## config.mk

```make
export PLATFORM = sky130hd
export DESIGN_NAME = rom_stream_reader_flat
export DESIGN_NICKNAME = d
export VERILOG_FILES = /design/src/rtl/rom_stream_reader_pkg.sv /design/src/rtl/rom_stream_reader_if.sv /design/src/rtl/rom_stream_reader_fifo2.sv /design/src/rtl/rom_stream_reader.sv /design/src/flat_wrapper.sv
export SDC_FILE = /design/constraint.sdc
export NUM_CORES = 1
export LEC_CHECK = 0
export ABC_CLOCK_PERIOD_IN_PS = 8800
export CORE_UTILIZATION = 50
export DETAILED_ROUTE_END_ITERATION = 8
export PLACE_DENSITY_LB_ADDON = 0.2
export SKIP_CTS_REPAIR_TIMING = 1
export SYNTH_ARGS = -nofsm -noshare
export SYNTH_HDL_FRONTEND = slang
export SYNTH_SLANG_ARGS = --single-unit
```

## constraint.sdc

```tcl
create_clock -name clk -period 8.8 [get_ports clk]
set_clock_uncertainty 0.2 [all_clocks]
set_input_delay 0.88 -clock clk [delete_from_list [all_inputs] [get_ports clk]]
set_output_delay 0.88 -clock clk [all_outputs]
set_load 0.02 [all_outputs]
```

## src/rtl/rom_stream_reader_pkg.sv

```systemverilog
`default_nettype none
// ============================================================================
// Module   : rom_stream_pkg
// Brief    : Shared FSM state type and output-buffer sizing for rom_stream_reader.
// Revision : 1.0
// ============================================================================
package rom_stream_pkg;

  typedef enum logic [1:0] {
    IDLE  = 2'd0,
    RUN   = 2'd1,
    DRAIN = 2'd2
  } state_e;

  localparam int BUF_DEPTH    = 2;
  localparam int PTR_WIDTH    = $clog2(BUF_DEPTH);
  localparam int OCC_WIDTH    = $clog2(BUF_DEPTH + 1);
  // One spare bit so occupancy + in-flight cannot wrap when summed.
  localparam int CREDIT_WIDTH = OCC_WIDTH + 1;

endpackage
`default_nettype wire

```

## src/rtl/rom_stream_reader_if.sv

```systemverilog
`default_nettype none
// ============================================================================
// Module   : rom_stream_reader_if
// Brief    : Command, ROM-side and stream-side signals of rom_stream_reader.
// Revision : 1.0
// ============================================================================
interface rom_stream_reader_if #(
  parameter int DATA_WIDTH = 8,
  parameter int ADDR_WIDTH = 4
);

  logic                  start_i;
  logic [ADDR_WIDTH-1:0] base_addr_i;
  logic [ADDR_WIDTH:0]   length_i;
  logic [ADDR_WIDTH-1:0] rom_addr_o;
  logic [DATA_WIDTH-1:0] rom_data_i;
  logic [DATA_WIDTH-1:0] data_o;
  logic                  valid_o;
  logic                  ready_i;
  logic                  last_o;
  logic                  busy_o;
  logic                  done_o;

  // master: the reader itself; slave: the surrounding ROM, controller and consumer
  modport master (
    input  start_i, base_addr_i, length_i, rom_data_i, ready_i,
    output rom_addr_o, data_o, valid_o, last_o, busy_o, done_o
  );

  modport slave (
    output start_i, base_addr_i, length_i, rom_data_i, ready_i,
    input  rom_addr_o, data_o, valid_o, last_o, busy_o, done_o
  );

endinterface
`default_nettype wire

```

## src/rtl/rom_stream_reader_fifo2.sv

```systemverilog
`default_nettype none
// ============================================================================
// Module   : stream_fifo2
// Brief    : 2-entry synchronous FIFO; head entry is presented combinationally.
// Revision : 1.0
// ============================================================================
module stream_fifo2
  import rom_stream_pkg::*;
#(
  parameter int WIDTH = 9
) (
  input  logic                 clk,
  input  logic                 rst,
  input  logic                 push_i,
  input  logic [WIDTH-1:0]     push_data_i,
  input  logic                 pop_i,
  output logic [WIDTH-1:0]     head_o,
  output logic [OCC_WIDTH-1:0] occ_o
);

  logic [WIDTH-1:0]     mem_q [BUF_DEPTH];
  logic [WIDTH-1:0]     mem_d [BUF_DEPTH];
  logic [PTR_WIDTH-1:0] wr_ptr_q, wr_ptr_d;
  logic [PTR_WIDTH-1:0] rd_ptr_q, rd_ptr_d;
  logic [OCC_WIDTH-1:0] count_q, count_d;

  always_comb begin
    mem_d    = mem_q;
    wr_ptr_d = wr_ptr_q;
    rd_ptr_d = rd_ptr_q;
    if (push_i) begin
      mem_d[wr_ptr_q] = push_data_i;
      wr_ptr_d        = wr_ptr_q + PTR_WIDTH'(1);
    end
    if (pop_i) begin
      rd_ptr_d = rd_ptr_q + PTR_WIDTH'(1);
    end
    count_d = count_q + OCC_WIDTH'(push_i) - OCC_WIDTH'(pop_i);
  end

  always_ff @(posedge clk) begin
    if (rst) begin
      mem_q    <= '{default: '0};
      wr_ptr_q <= '0;
      rd_ptr_q <= '0;
      count_q  <= '0;
    end else begin
      mem_q    <= mem_d;
      wr_ptr_q <= wr_ptr_d;
      rd_ptr_q <= rd_ptr_d;
      count_q  <= count_d;
    end
  end

  assign head_o = mem_q[rd_ptr_q];
  assign occ_o  = count_q;

endmodule
`default_nettype wire

```

## src/rtl/rom_stream_reader.sv

```systemverilog
`default_nettype none
// ============================================================================
// Module   : rom_stream_reader
// Brief    : Walks a ROM address window and streams the words out valid/ready.
// Revision : 1.0
// ============================================================================
module rom_stream_reader
  import rom_stream_pkg::*;
#(
  parameter int DATA_WIDTH = 8,
  parameter int ADDR_WIDTH = 4
) (
  input  logic                clk,
  input  logic                rst,
  rom_stream_reader_if.master bus
);

  localparam int CNT_WIDTH = ADDR_WIDTH + 1;

  state_e                state_q, state_d;
  logic [ADDR_WIDTH-1:0] addr_q, addr_d;
  logic [CNT_WIDTH-1:0]  remaining_q, remaining_d;
  logic                  prime_q, prime_d;
  logic                  inflight_q, inflight_d;
  logic                  inflight_last_q, inflight_last_d;
  logic                  busy_q, busy_d;
  logic                  done_q, done_d;

  logic [DATA_WIDTH:0]    w_head;
  logic [OCC_WIDTH-1:0]   w_occ;
  logic                   w_valid;
  logic                   w_pop;
  logic [CREDIT_WIDTH-1:0] w_credit;
  logic                   w_issue;

  stream_fifo2 #(
    .WIDTH (DATA_WIDTH + 1)
  ) u_fifo (
    .clk         (clk),
    .rst         (rst),
    .push_i      (inflight_q),
    .push_data_i ({inflight_last_q, bus.rom_data_i}),
    .pop_i       (w_pop),
    .head_o      (w_head),
    .occ_o       (w_occ)
  );

  assign w_valid  = (w_occ != '0);
  assign w_pop    = w_valid & bus.ready_i;
  // Slots the buffer will still owe after this edge: stored words minus the
  // one leaving plus the one arriving from the ROM.
  assign w_credit = CREDIT_WIDTH'(w_occ) - CREDIT_WIDTH'(w_pop) + CREDIT_WIDTH'(inflight_q);
  assign w_issue  = (state_q == RUN) & ~prime_q & (remaining_q != '0)
                  & (w_credit < CREDIT_WIDTH'(BUF_DEPTH));

  always_comb begin
    state_d         = state_q;
    addr_d          = addr_q;
    remaining_d     = remaining_q;
    prime_d         = 1'b0;
    inflight_d      = w_issue;
    inflight_last_d = w_issue & (remaining_q == CNT_WIDTH'(1));
    busy_d          = busy_q;
    done_d          = 1'b0;

    case (state_q)
      IDLE: begin
        if (bus.start_i) begin
          if (bus.length_i != '0) begin
            // Base sits on the ROM address for one cycle before the first issue.
            addr_d      = bus.base_addr_i;
            remaining_d = bus.length_i;
            prime_d     = 1'b1;
            busy_d      = 1'b1;
            state_d     = RUN;
          end else begin
            done_d = 1'b1;
          end
        end
      end
      RUN: begin
        if (w_issue) begin
          addr_d      = addr_q + ADDR_WIDTH'(1);
          remaining_d = remaining_q - CNT_WIDTH'(1);
          if (remaining_q == CNT_WIDTH'(1)) begin
            state_d = DRAIN;
          end
        end
      end
      DRAIN: begin
        if (w_pop && w_head[DATA_WIDTH]) begin
          busy_d  = 1'b0;
          done_d  = 1'b1;
          state_d = IDLE;
        end
      end
      default: begin
        state_d = IDLE;
      end
    endcase
  end

  always_ff @(posedge clk) begin
    if (rst) begin
      state_q         <= IDLE;
      addr_q          <= '0;
      remaining_q     <= '0;
      prime_q         <= 1'b0;
      inflight_q      <= 1'b0;
      inflight_last_q <= 1'b0;
      busy_q          <= 1'b0;
      done_q          <= 1'b0;
    end else begin
      state_q         <= state_d;
      addr_q          <= addr_d;
      remaining_q     <= remaining_d;
      prime_q         <= prime_d;
      inflight_q      <= inflight_d;
      inflight_last_q <= inflight_last_d;
      busy_q          <= busy_d;
      done_q          <= done_d;
    end
  end

  assign bus.rom_addr_o = addr_q;
  assign bus.data_o     = w_head[DATA_WIDTH-1:0];
  assign bus.valid_o    = w_valid;
  assign bus.last_o     = w_valid & w_head[DATA_WIDTH];
  assign bus.busy_o     = busy_q;
  assign bus.done_o     = done_q;

endmodule
`default_nettype wire

```

## src/flat_wrapper.sv

```systemverilog
// flat-port wrapper written by rule: the top's interface ports become plain ports
module rom_stream_reader_flat import rom_stream_pkg::*;
#(
  parameter int DATA_WIDTH = 8,
  parameter int ADDR_WIDTH = 4
)
  (clk, rst, bus_start_i, bus_base_addr_i, bus_length_i, bus_rom_data_i, bus_ready_i, bus_rom_addr_o, bus_data_o, bus_valid_o, bus_last_o, bus_busy_o, bus_done_o);
  rom_stream_reader_if #(.DATA_WIDTH(DATA_WIDTH), .ADDR_WIDTH(ADDR_WIDTH)) bus_i ();
  input  logic clk;
  input  logic rst;
  input wire logic [$bits(bus_i.start_i)-1:0] bus_start_i;
  input wire logic [$bits(bus_i.base_addr_i)-1:0] bus_base_addr_i;
  input wire logic [$bits(bus_i.length_i)-1:0] bus_length_i;
  input wire logic [$bits(bus_i.rom_data_i)-1:0] bus_rom_data_i;
  input wire logic [$bits(bus_i.ready_i)-1:0] bus_ready_i;
  output wire logic [$bits(bus_i.rom_addr_o)-1:0] bus_rom_addr_o;
  output wire logic [$bits(bus_i.data_o)-1:0] bus_data_o;
  output wire logic [$bits(bus_i.valid_o)-1:0] bus_valid_o;
  output wire logic [$bits(bus_i.last_o)-1:0] bus_last_o;
  output wire logic [$bits(bus_i.busy_o)-1:0] bus_busy_o;
  output wire logic [$bits(bus_i.done_o)-1:0] bus_done_o;
  assign bus_i.start_i = bus_start_i;
  assign bus_i.base_addr_i = bus_base_addr_i;
  assign bus_i.length_i = bus_length_i;
  assign bus_i.rom_data_i = bus_rom_data_i;
  assign bus_i.ready_i = bus_ready_i;
  assign bus_rom_addr_o = bus_i.rom_addr_o;
  assign bus_data_o = bus_i.data_o;
  assign bus_valid_o = bus_i.valid_o;
  assign bus_last_o = bus_i.last_o;
  assign bus_busy_o = bus_i.busy_o;
  assign bus_done_o = bus_i.done_o;
  rom_stream_reader #(.DATA_WIDTH(DATA_WIDTH), .ADDR_WIDTH(ADDR_WIDTH)) u_core (.clk(clk), .rst(rst), .bus(bus_i));
endmodule
```

==> run_results.csv <==
group,metric,value,unit
drt,drc,0,
global_routing,grt_usage,0.2227,
placed_design,gp_routability_congestion,0.8673,
setup_path,critPathRequiredTime,8820,ps
sta,final_max_slew_viol_count,0,
final_layout,layout-drive-gt1-share,0.08800,
drt,drt-pass1-iter-count,4,
drt,ant_nets,0,
clocking,cts_tree,"yes",
drt,wl_per_cell,13.38,µm
sta,fin_crit,3749,ps
yosys,yosysUniqueCellTypes,39,
sta,hold_violations,0,
yosys,synth_edf_count,0,
clocking,numClockSinks,38,
yosys,avgSynthCellArea,8.334,µm²
final_layout,nets,278,
global_routing,grt_pass1_wl,6934,µm
yosys,ys_seq_area_frac,0.4187,
yosys,ys_async_sr_fraction,0,
yosys,yosysMostFrequentCell,"nand2_1",
pwr,power_leakage,0.7958,nW
final_layout,insertedDiodeCount,0,
sta,max_slew_margin,0.4957,
min_path,hp-class,"flip-flop to flip-flop",
pwr,power_density,192.1,mW/mm²
sta,final.setup.tns,0,ps
min_path,worstHoldStart,"u_core.u_fifo.mem_q[15]",
placed_design,io_buffers,36,
drt,drt_iter0_markers,92,
yosys,yosysTopAreaCell,"dfxtp_1",
setup_path,startpoint_type,"input port",
flow_run,max_cap_violations,0,
setup_path,r2r_cells,10,
clocking,insertion_delay,340,ps
yosys,synth.area.top_cells,"dfxtp_1 (42%), a21oi_1 (8.8%), nand2_1 (8.1%)",
global_routing,grt_pass1_vias,1533,
sta,fmax,266.7,MHz
setup_path,arrival,3770,ps
pwr,p_total,0.0004298,W
yosys,synth_flop_cell,"dfxtp_1",
sta,rsz0062_at_grt,"no",
setup_path,r2r_end,"u_core.bus.rom_addr_o[3]",
global_routing,grt_max_degree,39,
setup_path,reg2reg_slack,5410,ps
setup_path,cp-end-kind,"flip-flop",
clocking,cts_htree_levels,2,
clocking,cts_buffers,5,
pwr,ir_drop,0.00009809,V
floorplanning,rows,21,
clocking,cts.clk_slew.worst_paths,110,ps
floorplanning,die_area,0.003879,mm²
floorplanning,start_util,0.5319,
sta,worstMarginPinSlew,756.5,ps
global_routing,overflow,0,
yosys,yosys_warnings,0,
min_path,hold-path-endpoint,"u_core.u_fifo.mem_q[15]",
global_routing,antenna_found_initial,0,
clocking,cts-root-buf,"clkbuf_4",
setup_path,r2r-start,"u_core.u_fifo.occ_o[1]",
clocking,clk_path_buf_depth,2,
final_layout,area_growth,23.14,%
setup_path,setup.worst_path.class,"input port to flip-flop",
yosys,ys_ff_latch,38,
sta,final.period_utilization,0.4260,
floorplanning,design.portCount,37,
yosys,syn_area,0.001817,mm²
setup_path,critPathMaxFanout,13,
placed_design,dp_hpwl,2670,µm
run_status,outcome,"finished clean",
drt,vias,1629,
floorplanning,die_h,62.28,µm
yosys,synth_top_area_share,0.4187,
min_path,hold_depth,2,
drt,drt-vias-per-instance,5.503,
floorplanning,core_region_area,0.003416,mm²
yosys,synth_top_cells_by_count,"nand2_1 (39), dfxtp_1 (38), a21oi_1 (32)",
sta,setup_viol_count_final,0,
yosys,syn-num-nets,246,
drt,wl,3960,µm
floorplanning,die_x,62.28,µm
yosys,synthesis.instances,218,
cell families (layout without fill, tap and decap cells):
family                     Yosys count  in the layout  synth area share
DFF                                 38             38            0.4187
AOI/OAI and AO/OA                   53             53            0.1873
muxes                                9              9           0.05510
buffers and inverters               21             53           0.04752
adders and majority gates            7              7           0.05234
xor gates and xnor gates             2              2          0.009644
and+or+nand+nor                     88             88            0.2294
power by group:
| part | internal (W) | switching (W) |
|---|---|---|
| combinational | 0.0000613 | 0.0000677 |
| sequential | 0.000189 | 0.0000266 |
| clock | 0.0000287 | 0.0000566 |
stage by stage:
stage                 util  area [µm²]  setup WS (ps)  hold slack [ps]  instances
global placement    0.6410        2190           4767            239.9        289
finish              0.6549        2237           5051            260.3        296
floorplan                -        1817           5341            232.0        218
global route        0.6549        2237           4823            281.7        296
detailed placement  0.6410        2190           4711            246.6        289
CTS                 0.6549        2237           5062            261.9        296
state kept, by name, indices dropped and copies added, names as in the netlist:
| signal | cells |
|---|---|
| u_core.inflight_q | 1 |
| u_core.bus.rom_addr_o | 4 |
| u_core.u_fifo.wr_ptr_q | 1 |
| u_core.inflight_last_q | 1 |
| u_core.prime_q | 1 |
| u_core.state_q | 2 |
| u_core.bus.done_o | 1 |
| u_core.u_fifo.occ_o | 2 |
| u_core.u_fifo.rd_ptr_q | 1 |
| u_core.bus.busy_o | 1 |
| u_core.remaining_q | 5 |
| u_core.u_fifo.mem_q | 18 |
area by class of cell:
class                      instances  area [µm²]
multi-input combinational        159       969.7
clock inverter                     2       10.01
clock buffer                       5       37.54
sequential                        38       760.7
tap                               46       57.56
inverter                           9       33.78
timing repair buffer              37       367.9
fill                             309        1179
layout by cell type (no fill, tap or decap), types with 2 or more instances in the layout:
cell	synthesis	layout
nor2_1	13	13
dfxtp_1	38	38
nand3_1	15	15
clkbuf_4	0	5
nand2b_1	3	3
mux2_2	8	8
nor3b_1	3	3
nand2_1	39	39
nor3_1	5	5
clkinv_2	0	2
a31oi_1	2	2
o21ai_0	3	3
o32ai_1	5	5
inv_1	9	9
a22oi_1	2	2
clkdlybuf4s50_1	0	36
a21oi_1	32	32
nor2b_1	3	3
ha_1	6	6
how the worst max path moves through the flow:
stage           startpoint                  endpoint  slack (ps)  depth (start not counted)
2_1_floorplan  bus_ready_i     u_core.remaining_q[4]        5340                         11
3_3_place_gp   bus_ready_i  u_core.bus.rom_addr_o[3]        4770                         11
3_5_place_dp   bus_ready_i  u_core.bus.rom_addr_o[3]        4710                         11
4_1_cts        bus_ready_i  u_core.bus.rom_addr_o[3]        5060                         11
5_1_grt        bus_ready_i         u_core.state_q[0]        4820                         11
6_report       bus_ready_i  u_core.bus.rom_addr_o[3]        5050                         11
layer usage:
layer / wire (µm) / GRT usage / part of all wire
met5: 0 / 0 / 0
met4: 49 / 0.07267 / 0.012
met3: 223 / 0.06434 / 0.056
met2: 1730 / 0.3448 / 0.44
met1: 1957 / 0.2974 / 0.49
worst max-delay path, cell delays in order:
cell and delay, ps:
clkdlybuf4s50_1 390, o21ai_0 180, inv_1 90, ha_1 290, inv_1 40, ha_1 210, fa_1 470, or2_2 320
a2111o_1 550, a22oi_1 250, o32ai_1 110
No activity file was read; power rests on OpenSTA's default activity.
==> patch: new RTL, same flow settings <==
Set the package constant `BUF_DEPTH` to 4 (it was 2).
--- a/src/rtl/rom_stream_reader_pkg.sv
+++ b/src/rtl/rom_stream_reader_pkg.sv
@@ -13,5 +13,5 @@
   } state_e;
 
-  localparam int BUF_DEPTH    = 2;
+  localparam int BUF_DEPTH    = 4;
   localparam int PTR_WIDTH    = $clog2(BUF_DEPTH);
   localparam int OCC_WIDTH    = $clog2(BUF_DEPTH + 1);
Check against the original RTL: not equivalent (a bounded check fails within 10 cycles, from zero or initial values and one cycle with rst high).
==> patch against the unedited design <==
Die area rose by 56%. Cell area increased by 54%. Non-clock buffer count grew 1. Setup slack worse by 0.097 ns. Sequential cell count rose by 21. Area after synthesis grew 58%. Synthesized cell count grew 54%. Worst hold slack lost 0.0072 ns. Clock power rose to 2.9 times the old value. Total power grew 95%. Fmax fell by 2.5%. Routed wire length increased by 73%. Largest power group unchanged.
==> patch: results (changes against the unedited design) <==
met1 usage 31.6% (+1.9 points); clk tree area frac 5.64% (+3.5 points); most instantiated cells after synthesis dfxtp_1 (59), nand2_1 (49), nand3_1 (46), a21oi_1 (44), nor2_1 (19); fraction of area in multi-input gates 45.0% (+1.7 points); GRT Overall Usage 24.4% (+2.1 points); dpl cells 425 (+47%); Design Area, Final 3440 um^2 (+54%); Leakage 1.19 nW (+50%); status complete, no violations; Seq/Total Area, Yosys 41.2% (-0.69 points); highest net fanout along the worst path 5 (-8); met2 Resource Use GR 39.2% (+4.7 points); number of nets in the layout 398 (+43%); Non-Filler Instances 441 (+49%); vias per cell 5.64 (+2.5%); worst-skew pair later-pin latency 0.34 ns (about the same); Core ar. 5510 um^2 (+61%); root buf cell clkbuf_8; syn_nets 370 (+50%); vias in the first global route 2345 (+53%); Repair and plain buffers 38 (+2.7%); initial DRC count 237 (+160%); Seq area share 34.3% (+0.32 points); Placed Area 3250 um^2 (+48%); M3 GR Usage 6.00% (-0.43 points); CLK BUF 11 (+6); Max VDD drop 0.000147 V (+50%); inverters 15 (+6); largest cells by area after synthesis dfxtp_1 (41%), nand3_1 (8.0%), a21oi_1 (7.7%), mux4_2 (7.1%), nand2_1 (6.4%); top cell family by delay on the critical path simple AND/OR/NAND/NOR gates; Mapped Avg Cell Area 8.53 um^2 (+2.4%); pre-CTS setup slack 4.62 ns (-0.0898 ns); Synth cell types 48 (+23%); Critical Path AT 3.90 ns (+0.13 ns); Largest register FFs 36 (+18); Synth Register Bits 59 (+55%); GP Congestion 0.808 (-6.8%); Clk pin slew, worst setup/hold paths 0.07 ns (-0.04 ns); Max H-tree Level 3 (+1); Inserted Clock Buffers 9 (+4); Post-Synth Adder-Cell Area 5.93% (+0.70 points); Layout non-clock buf frac 10.8% (-5.7 points); XOR/XNOR Fraction of Synth Area 1.22% (+0.26 points); post-synthesis mux area share 8.12% (+2.6 points); Largest stage delay, worst path 0.44 ns (-0.11 ns); Initial Util 52.1% (-1.1 points); slowest cell on the critical path clkdlybuf4s50_1; Routed WL 6840 um (+73%); share of post-route cells with drive strength above 1 9.76% (+0.96 points)
-- patch: routing by layer --
layer  up-vias  share of wire (%)
met2        70                 50
met3         5                4.9
li1       1247                  -
met4         0                1.1
met5         -                  0
met1      1166                 44
-- patch: path summary, 6_finish.rpt --
check        slack, ns                            startpoint                              endpoint  depth (start not counted)
max               4.95                           bus_ready_i    u_core.remaining_q[3]$_SDFFE_PP0P_                         12
min               0.25  u_core.u_fifo.mem_q[27]$_SDFFE_PP0P_  u_core.u_fifo.mem_q[27]$_SDFFE_PP0P_                          2
max reg2reg       5.11     u_core.u_fifo.occ_o[1]$_SDFF_PP0_    u_core.remaining_q[3]$_SDFFE_PP0P_                         12
min reg2reg       0.25  u_core.u_fifo.mem_q[27]$_SDFFE_PP0P_  u_core.u_fifo.mem_q[27]$_SDFFE_PP0P_                          2
-- patch: power breakdown --
part           switching (W)  internal, W
clock               0.000109     0.000137
sequential         0.0000373     0.000294
combinational       0.000140     0.000120
total               0.000286     0.000551
